==> src/rtl/reg_timeout_pkg.sv <==
// Shared types for the register-bus timeout cut: FSM state encoding and the
// default register-bus request/response structs.
package reg_timeout_pkg;

   typedef enum logic [1:0] {
      IDLE = 2'd0,
      FWD  = 2'd1,
      RESP = 2'd2
   } reg_to_state_e;

   // Default regbus layout for 32-bit address and 32-bit data.
   typedef struct packed {
      logic [31:0] addr;
      logic        write;
      logic [31:0] wdata;
      logic [3:0]  wstrb;
      logic        valid;
   } reg_bus_req_t;

   typedef struct packed {
      logic [31:0] rdata;
      logic        error;
      logic        ready;
   } reg_bus_rsp_t;

endpackage

==> src/rtl/reg_timeout_cut.sv <==
// Register-bus pipeline cut with a transaction watchdog. One request is held
// in flight at a time. A peripheral that does not answer within
// TimeoutCycles is abandoned and the requester receives ErrRdata with error
// set. Every output comes straight from a register or from a state decode.
module reg_timeout_cut
   import reg_timeout_pkg::*;
#(
   parameter int unsigned          AddrWidth     = 32,
   parameter int unsigned          DataWidth     = 32,
   parameter int unsigned          IdWidth       = 4,
   parameter int unsigned          TimeoutCycles = 256,
   parameter logic [DataWidth-1:0] ErrRdata      = DataWidth'(32'hBADCAB1E),
   parameter int unsigned          CntWidth      = 8,
   parameter type                  reg_req_t     = reg_bus_req_t,
   parameter type                  reg_rsp_t     = reg_bus_rsp_t
) (
   input  logic                 clk_i,
   input  logic                 rst_ni,
   input  reg_req_t             reg_req_i,
   output reg_rsp_t             reg_rsp_o,
   input  logic [IdWidth-1:0]   id_i,
   output reg_req_t             reg_req_o,
   input  reg_rsp_t             reg_rsp_i,
   output logic [IdWidth-1:0]   id_o,
   output logic                 busy_o,
   output logic                 timeout_o,
   output logic [AddrWidth-1:0] timeout_addr_o,
   output logic [IdWidth-1:0]   timeout_id_o,
   output logic [CntWidth-1:0]  timeout_cnt_o
);

   // The wait counter only has to reach TimeoutCycles-1, so it never wraps.
   localparam int unsigned WaitWidth = (TimeoutCycles > 0) ? $clog2(TimeoutCycles + 1) : 1;
   localparam logic [WaitWidth-1:0] WaitLast =
      WaitWidth'((TimeoutCycles > 0) ? TimeoutCycles - 1 : 0);
   localparam bit WatchdogOn = (TimeoutCycles != 0);

   reg_to_state_e state_q, state_d;

   logic [AddrWidth-1:0]   addr_q;
   logic                   write_q;
   logic [DataWidth-1:0]   wdata_q;
   logic [DataWidth/8-1:0] wstrb_q;
   logic [IdWidth-1:0]     id_q;
   logic [WaitWidth-1:0]   wait_cnt_q;
   logic [DataWidth-1:0]   rdata_q;
   logic                   error_q;
   logic                   timeout_q;
   logic [AddrWidth-1:0]   to_addr_q;
   logic [IdWidth-1:0]     to_id_q;
   logic [CntWidth-1:0]    to_cnt_q;

   logic timeout_hit;

   // Watchdog fires on the last allowed FWD cycle unless ready arrives in it.
   assign timeout_hit = WatchdogOn && (state_q == FWD) && !reg_rsp_i.ready &&
                        (wait_cnt_q == WaitLast);

   // State register.
   // NOTE: sequential state uses non-blocking assignments so every register
   // samples the pre-edge values of the others.
   always_ff @(posedge clk_i or negedge rst_ni) begin
      if (!rst_ni) state_q <= IDLE;
      else         state_q <= state_d;
   end

   // Next-state logic.
   // NOTE: state_d gets a default before the case so no path leaves it
   // unassigned, which would otherwise infer a latch.
   always_comb begin
      state_d = state_q;
      unique case (state_q)
         IDLE:    if (reg_req_i.valid) state_d = FWD;
         FWD:     if (reg_rsp_i.ready || timeout_hit) state_d = RESP;
         RESP:    state_d = IDLE;
         default: state_d = IDLE;
      endcase
   end

   // Captured request, wait counter, captured response and timeout status.
   always_ff @(posedge clk_i or negedge rst_ni) begin
      if (!rst_ni) begin
         addr_q     <= '0;
         write_q    <= 1'b0;
         wdata_q    <= '0;
         wstrb_q    <= '0;
         id_q       <= '0;
         wait_cnt_q <= '0;
         rdata_q    <= '0;
         error_q    <= 1'b0;
         timeout_q  <= 1'b0;
         to_addr_q  <= '0;
         to_id_q    <= '0;
         to_cnt_q   <= '0;
      end else begin
         timeout_q <= timeout_hit;
         unique case (state_q)
            IDLE: begin
               if (reg_req_i.valid) begin
                  addr_q     <= reg_req_i.addr;
                  write_q    <= reg_req_i.write;
                  wdata_q    <= reg_req_i.wdata;
                  wstrb_q    <= reg_req_i.wstrb;
                  id_q       <= id_i;
                  wait_cnt_q <= '0;
               end
            end
            FWD: begin
               if (WatchdogOn) wait_cnt_q <= wait_cnt_q + WaitWidth'(1);
               if (reg_rsp_i.ready) begin
                  rdata_q <= reg_rsp_i.rdata;
                  error_q <= reg_rsp_i.error;
               end else if (timeout_hit) begin
                  rdata_q   <= ErrRdata;
                  error_q   <= 1'b1;
                  to_addr_q <= addr_q;
                  to_id_q   <= id_q;
                  if (!(&to_cnt_q)) to_cnt_q <= to_cnt_q + CntWidth'(1);
               end
            end
            default: ;
         endcase
      end
   end

   // Bus outputs: request fields only in FWD, response only in RESP.
   always_comb begin
      reg_req_o = '0;
      reg_rsp_o = '0;
      if (state_q == FWD) begin
         reg_req_o.addr  = addr_q;
         reg_req_o.write = write_q;
         reg_req_o.wdata = wdata_q;
         reg_req_o.wstrb = wstrb_q;
         reg_req_o.valid = 1'b1;
      end
      if (state_q == RESP) begin
         reg_rsp_o.rdata = rdata_q;
         reg_rsp_o.error = error_q;
         reg_rsp_o.ready = 1'b1;
      end
   end

   assign id_o           = id_q;
   assign busy_o         = (state_q != IDLE);
   assign timeout_o      = timeout_q;
   assign timeout_addr_o = to_addr_q;
   assign timeout_id_o   = to_id_q;
   assign timeout_cnt_o  = to_cnt_q;

endmodule

==> config.mk <==
export PLATFORM = sky130hd
export DESIGN_NAME = reg_timeout_cut
export DESIGN_NICKNAME = d
export VERILOG_FILES = /design/src/rtl/reg_timeout_pkg.sv /design/src/rtl/reg_timeout_cut.sv
export SDC_FILE = /design/constraint.sdc
export NUM_CORES = 1
export LEC_CHECK = 0
export BUFFER_PORTS_ARGS = -buffer_cell sky130_fd_sc_hd__buf_2
export CAP_MARGIN = 30
export CORE_ASPECT_RATIO = 0.8
export CORE_MARGIN = 2
export CORE_UTILIZATION = 24
export CTS_BUF_LIST = sky130_fd_sc_hd__clkbuf_4
export DETAILED_ROUTE_END_ITERATION = 8
export MAX_ROUTING_LAYER = met4
export SLEW_MARGIN = 20
export SYNTH_ARGS = -nofsm -noshare
export SYNTH_HDL_FRONTEND = slang
export SYNTH_SLANG_ARGS = --single-unit
==> constraint.sdc <==
create_clock -name clk_i -period 2.69 [get_ports clk_i]
set_input_delay 0.1345 -clock clk_i [delete_from_list [all_inputs] [get_ports clk_i]]
set_output_delay 0.1345 -clock clk_i [all_outputs]
set_load 0.05 [all_outputs]
---- Yosys cells after proc, flatten, opt, wreduce, memory -nomap -nowiden ----
Cells that the tools add are included.
storage, ports and cells
  register bits ........................... 162
  input port bits ......................... 110
operators by class
  bitwise operators ....................... 2
  eq/ne operators ......................... 5
  add/sub/neg operators ................... 2
  mux-type cells .......................... 11
  reduce and logical (&&, ||, !) cells .... 15
operators by type and width
  cell                                                   count
  2-to-1 mux 70 bit                                      1
  2-to-1 mux 32 bit                                      2
  2-to-1 mux 34 bit                                      1
  one-hot mux 9 bit (2 select lines)                     1
  adder 9 x 1 -> 9 bit, second input constant            1
  equality test 9 x 8 -> 1 bit, second input constant    1
  2-to-1 mux 9 bit                                       1
  adder 8 x 1 -> 8 bit, second input constant            1
  AND reduction 2 bit                                    4
  AND reduction 8 bit                                    1
  nonzero test 2 bit                                     3
  2-to-1 mux 2 bit                                       2
  one-hot mux 2 bit (2 select lines)                     1
  AND reduction 4 bit                                    1
  AND reduction 3 bit                                    1
  equality test 2 x 1 -> 1 bit, second input constant    1
  equality test 2 bit, second input constant             1
  logical AND 1 bit                                      2
  zero test 2 bit                                        1
  2-to-1 mux 1 bit                                       2
  inequality test 2 x 1 -> 1 bit, second input constant  1
  inequality test 2 bit, second input constant           1
  inverter 1 bit                                         2
  zero test 1 bit                                        1
  logical OR 1 bit                                       1

---- Longest topological paths before layout ----
Gate-level depths: netlist (run 1).
  depth in word-level cells ............... 6
  gate-level depth with buffers ........... 9

---- Worst setup path before layout (run 1) ----
Ideal clock, no wire load.
  kind .................................... flip-flop to flip-flop
  from .................................... reg wait_cnt_q[0]
  to ...................................... reg to_addr_q[0], in the netlist timeout_addr_o[0]
  setup slack ............................. 0.566 ns
  arrival time ............................ 1.999 ns
  setup time .............................. 0.125 ns
  data required time ...................... 2.565 ns
  period minus slack after synthesis ...... 2.124 ns
  stages on the path, launching flop included .. 9
  cell sequence ........................... dfrtp_1 -> ha_1 -> nand2_1 -> nor3_1 -> ha_1 -> nor4bb_1 -> buf_2 -> buf_2 -> mux2_2
on the way
  word-level cells in the longest chain between the ends .. 3
RTL lines
  item                                  RTL line                text
  from (decl)                           reg_timeout_cut.sv:45   logic [WaitWidth-1:0] wait_cnt_q;
  from (signal assigned)                reg_timeout_cut.sv:109  if (WatchdogOn) wait_cnt_q <= wait_cnt_q + WaitWidth'(1);
  equality test 9 x 8 -> 1 bit          reg_timeout_cut.sv:57   (wait_cnt_q == WaitLast);
  logical AND 1 bit                     reg_timeout_cut.sv:56   assign timeout_hit = WatchdogOn && (state_q == FWD) && !reg_rsp_i.ready &&
  AND reduction 3 bit (no source line)  --
  to (signal assigned)                  reg_timeout_cut.sv:116  to_addr_q <= addr_q;
  to (decl)                             reg_timeout_cut.sv:49   logic [AddrWidth-1:0] to_addr_q;
No other way between the ends.
A chain may end at the register's enable or synchronous reset.

==> flow_metrics.env, run 1 <==
export IMPL_cap_violations=0
export IMPL_finalWorstSetupSlack_ns=0.240
export IMPL_ys_async_sr_fraction=1.00
export IMPL_nets=1001
export IMPL_ant_nets=0
export IMPL_r2r_cells=8
export IMPL_crit_start="state_q[1]"
export IMPL_p_per_area_mw_per_mm2=878
export IMPL_io_buffers=263
export IMPL_synth_area_mm2=0.00686
export IMPL_synth_most_common_cell="dfrtp_1"
export IMPL_grt_pass1_vias=5475
export IMPL_htreeDepth=4
export IMPL_tns_ns=0
export IMPL_worstPathRequired_ns=2.56
export IMPL_first_pass_iters=4
export IMPL_dp_slack_ns=0.299
export IMPL_ys_seq_area_frac=0.591
export IMPL_cts_buffers=17
export IMPL_avgViaCountPerCell=4.13
export IMPL_cts_tree="yes"
export IMPL_hpwl_mm=11.4
export IMPL_grt_max_degree=77
export IMPL_cts_root_buffer="clkbuf_4"
export IMPL_grt_pass1_wl_mm=27.9
export IMPL_postSynthCellCount=516
export IMPL_relSlewSlack=0.641
export IMPL_clkLatencyLatePin_ns=0.56
export IMPL_synth_cell_types=36
export IMPL_area_growth_pct=46.8
export IMPL_dieArea_mm2=0.0300
export IMPL_hold_viol_final=0
export IMPL_grt_ovfl_total=0
export IMPL_startpoint_type="flop"
export IMPL_cp_max_fo=62
export IMPL_status="completed"
export IMPL_min_path_type="primary input to asynchronous set/reset pin"
export IMPL_ys_top_cells_by_area="dfrtp_1, mux2_2, and2_1, o22a_1, a22o_1"
export IMPL_power_leakage_nw=5.00
export IMPL_synth_edff_count=0
export IMPL_final_core_util=0.357
export IMPL_vdd_drop_max_v=0.000640
export IMPL_core_area_mm2=0.0282
export IMPL_syn_nets=629
export IMPL_hold_slack_ns=0.0936
export IMPL_clk_pin_slew_ns=0.14
export IMPL_floorplan_initialDensity=0.243
export IMPL_clock_path_buffers=2
export IMPL_worst_slew_pin_transition_ns=0.539
export IMPL_ys_warn_count=0
export IMPL_rsz0062_at_grt="no"
export IMPL_max_freq_ghz=0.408
export IMPL_final_setup_viol_count=0
export IMPL_rows=55
export IMPL_synth_top_cells_by_count="dfrtp_1, mux2_2, and2_1"
export IMPL_fin_crit_sh=0.911
export IMPL_ios=264
export IMPL_critical_path_arrival_ns=2.32
export IMPL_routed_wirelength_mm=18.1
export IMPL_cts_num_sinks=162
export IMPL_yosys_area_top_type_share=0.591
export IMPL_grt_usage=0.124
export IMPL_critPathKind="flop to primary output"
export IMPL_antenna_found_initial=1
export IMPL_drt_iter0_drc=120
export IMPL_die_w_um=193
export IMPL_fin_skew_ns=0.0253
export IMPL_route_vias_total=5245
export IMPL_gp_congestion=0.685
export IMPL_final_layout_size_suffix_gt1_frac=0.470
export IMPL_finalPower_w=0.00884
export IMPL_synth_area_leader_cell="dfrtp_1"
export IMPL_period_needed_ns=2.45
export IMPL_avgSynthCellArea_um2=13.3
export IMPL_die_h_um=155
export IMPL_wl_per_cell_um=14.2
export IMPL_final_max_slew_viol_count=0
export IMPL_end_kind="primary output"
export IMPL_rr_startpoint="wait_cnt_q[0]"
export IMPL_yosys_register_bits=162
export IMPL_synth_flop_cell="dfrtp_1"
export IMPL_drc=0
[where the power goes]
part | switching, W | internal, W
sequential | 0.000407 | 0.00318
clock | 0.000893 | 0.000666
combinational | 0.00237 | 0.00132
[area by class of cell]
cell class	instances	area, um^2
repair buffers	385	2570
clock inverters	12	158
diodes	1	2.50
well taps	370	463
multi-input cells	315	2650
inverters	7	28.8
flip-flops and latches	162	4050
clock buffers	19	143
fillers	2766	18100
[cell usage in the layout (no fill, tap or decap), types with 6 or more instances in the layout]
cell	Yosys	final
buf_2	14	262
dfrtp_1	162	162
dlygate4sd3_1	0	109
mux2_2	108	108
and2_1	105	105
o22a_1	20	20
clkbuf_4	0	19
nand2_1	13	13
a22o_1	13	13
nand3_1	9	9
buf_4	0	8
inv_1	7	6
o21ai_0	7	6
[stage by stage]
stage	area, um^2	std cells
5_1_grt	10100	1271
2_1_floorplan	6860	516
4_1_cts	10100	1270
3_5_place_dp	8650	1129
3_3_place_gp	8650	1129
6_report	10100	1271
[what timing repair did]
item,in CTS,in global routing
endpoints found under the setup margin,47,56
resized for setup,1,1
pin swaps,0,0
cloned,0,0
hold endpoints to repair,274,0
hold buffers,110,0
buffers inserted,0,0
[layer usage]
layer  routed length [um]  global-route usage  vias up  part of all wire
li1                     -                   -     2526                 -
met1                 8160               0.149     2544              0.45
met2                 8530               0.200      163              0.47
met3                 1190              0.0393       12             0.066
met4                  183              0.0343        0             0.010
met5                    0                   -        -                 0
[worst paths after layout]
kind                                     to  slack [ns]
setup / recovery              reg_req_o[36]        0.24
hold / removal                  wdata_q[28]        0.09
setup reg to reg           timeout_cnt_o[1]        0.27
hold reg to reg               wait_cnt_q[5]        0.49
max in group asynchronous     wait_cnt_q[7]        2.14
min in group clk_i               wstrb_q[1]        0.32
[worst max-delay path: stages, from the launching register on]
cell and delay [ns]:
dfrtp_1 0.49, nand2b_2 0.32, inv_4 0.20, buf_12 0.24, and2_1 0.18, buf_2 0.27
[logic make-up after synthesis]
family | after synthesis | share of synthesized area
buffers and inverters | 39 | 0.0261
adders and majority gates | 3 | 0.00547
DFF | 162 | 0.591
and+or+nand+nor | 144 | 0.126
AOI/OAI and AO/OA | 51 | 0.0584
xor gates and xnor gates | 3 | 0.00383
muxes | 114 | 0.189
[state kept, by name (all words and copies together), names as in the netlist]
register / count
timeout_addr_o: 32
wait_cnt_q: 9
timeout_o: 1
write_q: 1
rdata_q: 32
id_o: 4
wstrb_q: 4
state_q: 2
timeout_cnt_o: 8
timeout_id_o: 4
wdata_q: 32
addr_q: 32
error_q: 1
Power figures use the tool's default switching activity.
==> run 2, diff against run 1 <==
PLACE_DENSITY = 0.52   (was default)
==> flow_metrics.env, run 2 (synthesis results as in run 1) <==
export IMPL_r2r_end="timeout_addr_o[1]"
export IMPL_route_vias_total=5268
export IMPL_die_h_um=155
export IMPL_finalWorstSetupSlack_ns=0.270
export IMPL_grt_pass1_wl_mm=29.1
export IMPL_place_area_mm2=0.00868
export IMPL_vdd_drop_max_v=0.000529
export IMPL_io_buffers=263
export IMPL_worstPathBufferInverterCount=1
export IMPL_grt_usage=0.129
export IMPL_final_cell_mix="buf_2, dfrtp_1, dlygate4sd3_1, mux2_2, and2_1"
export IMPL_hpwl_mm=12.1
export IMPL_final_area_mm2=0.0101
export IMPL_htreeDepth=4
export IMPL_cpPeakStageDelay_ns=0.52
export IMPL_die_w_um=193
export IMPL_final_core_util=0.357
export IMPL_avgViaCountPerCell=4.14
export IMPL_power_leakage_nw=5.01
export IMPL_p_per_area_mw_per_mm2=875
export IMPL_core_area_mm2=0.0282
export IMPL_dieArea_mm2=0.0300
export IMPL_path_common_cell="ha_1"
export IMPL_clkLatencyLatePin_ns=0.56
export IMPL_fin_skew_ns=0.0251
export IMPL_area_growth_pct=46.9
export IMPL_first_pass_iters=4
export IMPL_cp_max_fo=30
export IMPL_status="completed"
export IMPL_tns_ns=0
export IMPL_final_setup_viol_count=0
export IMPL_fin_crit_sh=0.900
export IMPL_ant_nets=0
export IMPL_gp_congestion=0.694
export IMPL_worst_slew_pin_transition_ns=0.783
export IMPL_cts_buffers=17
export IMPL_rows=55
export IMPL_relSlewSlack=0.478
export IMPL_drc=0
export IMPL_cts_num_sinks=162
export IMPL_clk_pin_slew_ns=0.15
export IMPL_r2r_cells=7
export IMPL_final_layout_size_suffix_gt1_frac=0.471
export IMPL_grt_ovfl_total=0
export IMPL_path_cells="ha_1 -> nand2_1 -> nor3_1 -> ha_1 -> nor4bb_4 -> buf_12 -> mux2_2"
export IMPL_cts_setup_buffers=0
export IMPL_cts_tree="yes"
export IMPL_routed_wirelength_mm=18.6
export IMPL_hold_viol_final=0
export IMPL_critical_path_arrival_ns=2.85
export IMPL_period_needed_ns=2.42
export IMPL_ios=264
export IMPL_rsz0062_at_grt="no"
export IMPL_nets=1002
export IMPL_cp_top_family="simple AND/OR/NAND/NOR gates"
export IMPL_clock_path_buffers=2
export IMPL_grt_max_degree=64
export IMPL_drt_iter0_drc=104
export IMPL_final_max_slew_viol_count=0
export IMPL_cts_root_buffer="clkbuf_4"
export IMPL_rr_startpoint="wait_cnt_q[0]"
export IMPL_dp_slack_ns=0.295
export IMPL_final_common_cell="buf_2"
export IMPL_floorplan_initialDensity=0.243
export IMPL_end_kind="flop"
export IMPL_startpoint_type="flop"
export IMPL_grt_pass1_vias=5622
export IMPL_finalPower_w=0.00881
export IMPL_critPathKind="flop to flop"
export IMPL_min_path_type="primary input to asynchronous set/reset pin"
export IMPL_max_freq_ghz=0.413
export IMPL_wl_per_cell_um=14.6
export IMPL_cp_slowest_cell="nor4bb_4"
export IMPL_worstPathRequired_ns=3.12
export IMPL_cap_violations=0
export IMPL_antenna_found_initial=1
export IMPL_reg2reg_setup_slack_ns=0.27
## run 2: stage by stage
stage                     std cells  hold slack (ns)
after floorplan                 516           -0.161
after global placement         1131            0.154
after detailed placement       1131            0.153
after CTS                      1272           0.0280
after global routing           1273           0.0621
final                          1273           0.0959
## run 2: power breakdown
| group | internal (W) | switching [W] |
|---|---|---|
| Combinational | 0.00133 | 0.00238 |
| Sequential | 0.00318 | 0.000410 |
| Clock | 0.000562 | 0.000953 |
## run 2: worst reg2reg max path, cell delays in order (launching register included)
cell and delay, ns:
dfrtp_1 0.41, ha_1 0.22, nand2_1 0.11, nor3_1 0.19
ha_1 0.22, nor4bb_4 0.52, buf_12 0.26, mux2_2 0.38
## run 2: worst max path at each step
| stage | endpoint | from | depth (start not counted) | slack, ns |
|---|---|---|---|---|
| 6_report | timeout_addr_o[1] | wait_cnt_q[0] | 7 | 0.27 |
| 5_1_grt | timeout_addr_o[1] | wait_cnt_q[0] | 7 | 0.04 |
| 4_1_cts | reg_req_o[44] | state_q[1] | 5 | 0.09 |
| 3_5_place_dp | timeout_addr_o[3] | wait_cnt_q[0] | 7 | 0.29 |
| 3_3_place_gp | timeout_addr_o[3] | wait_cnt_q[0] | 7 | 0.29 |
| 2_1_floorplan | timeout_addr_o[0] | wait_cnt_q[0] | 8 | 0.57 |
## run 2: routing by layer
layer  up-vias  track usage  wire (um)
li1       2539            -          -
met1      2554        0.154       8340
met2       165        0.209       8720
met3        10       0.0462       1450
met4         0       0.0314        121
met5         -            -          0
## run 2: area by class of cell
| cell class | count | area (um^2) |
|---|---|---|
| multi-input cells | 315 | 2650 |
| clock buffers | 17 | 128 |
| flip-flops and latches | 162 | 4050 |
| repair buffers | 386 | 2590 |
| well taps | 370 | 463 |
| inverters | 7 | 28.8 |
| clock inverters | 15 | 159 |
| diodes | 1 | 2.50 |
| fillers | 2813 | 18100 |
## run 2: repair_timing
| item | 4_1_cts | 5_1_grt |
|---|---|---|
| hold buffers | 109 | 0 |
| hold endpoints to repair | 275 | 0 |
| resized for setup | 2 | 2 |
| setup endpoints to repair | 57 | 17 |
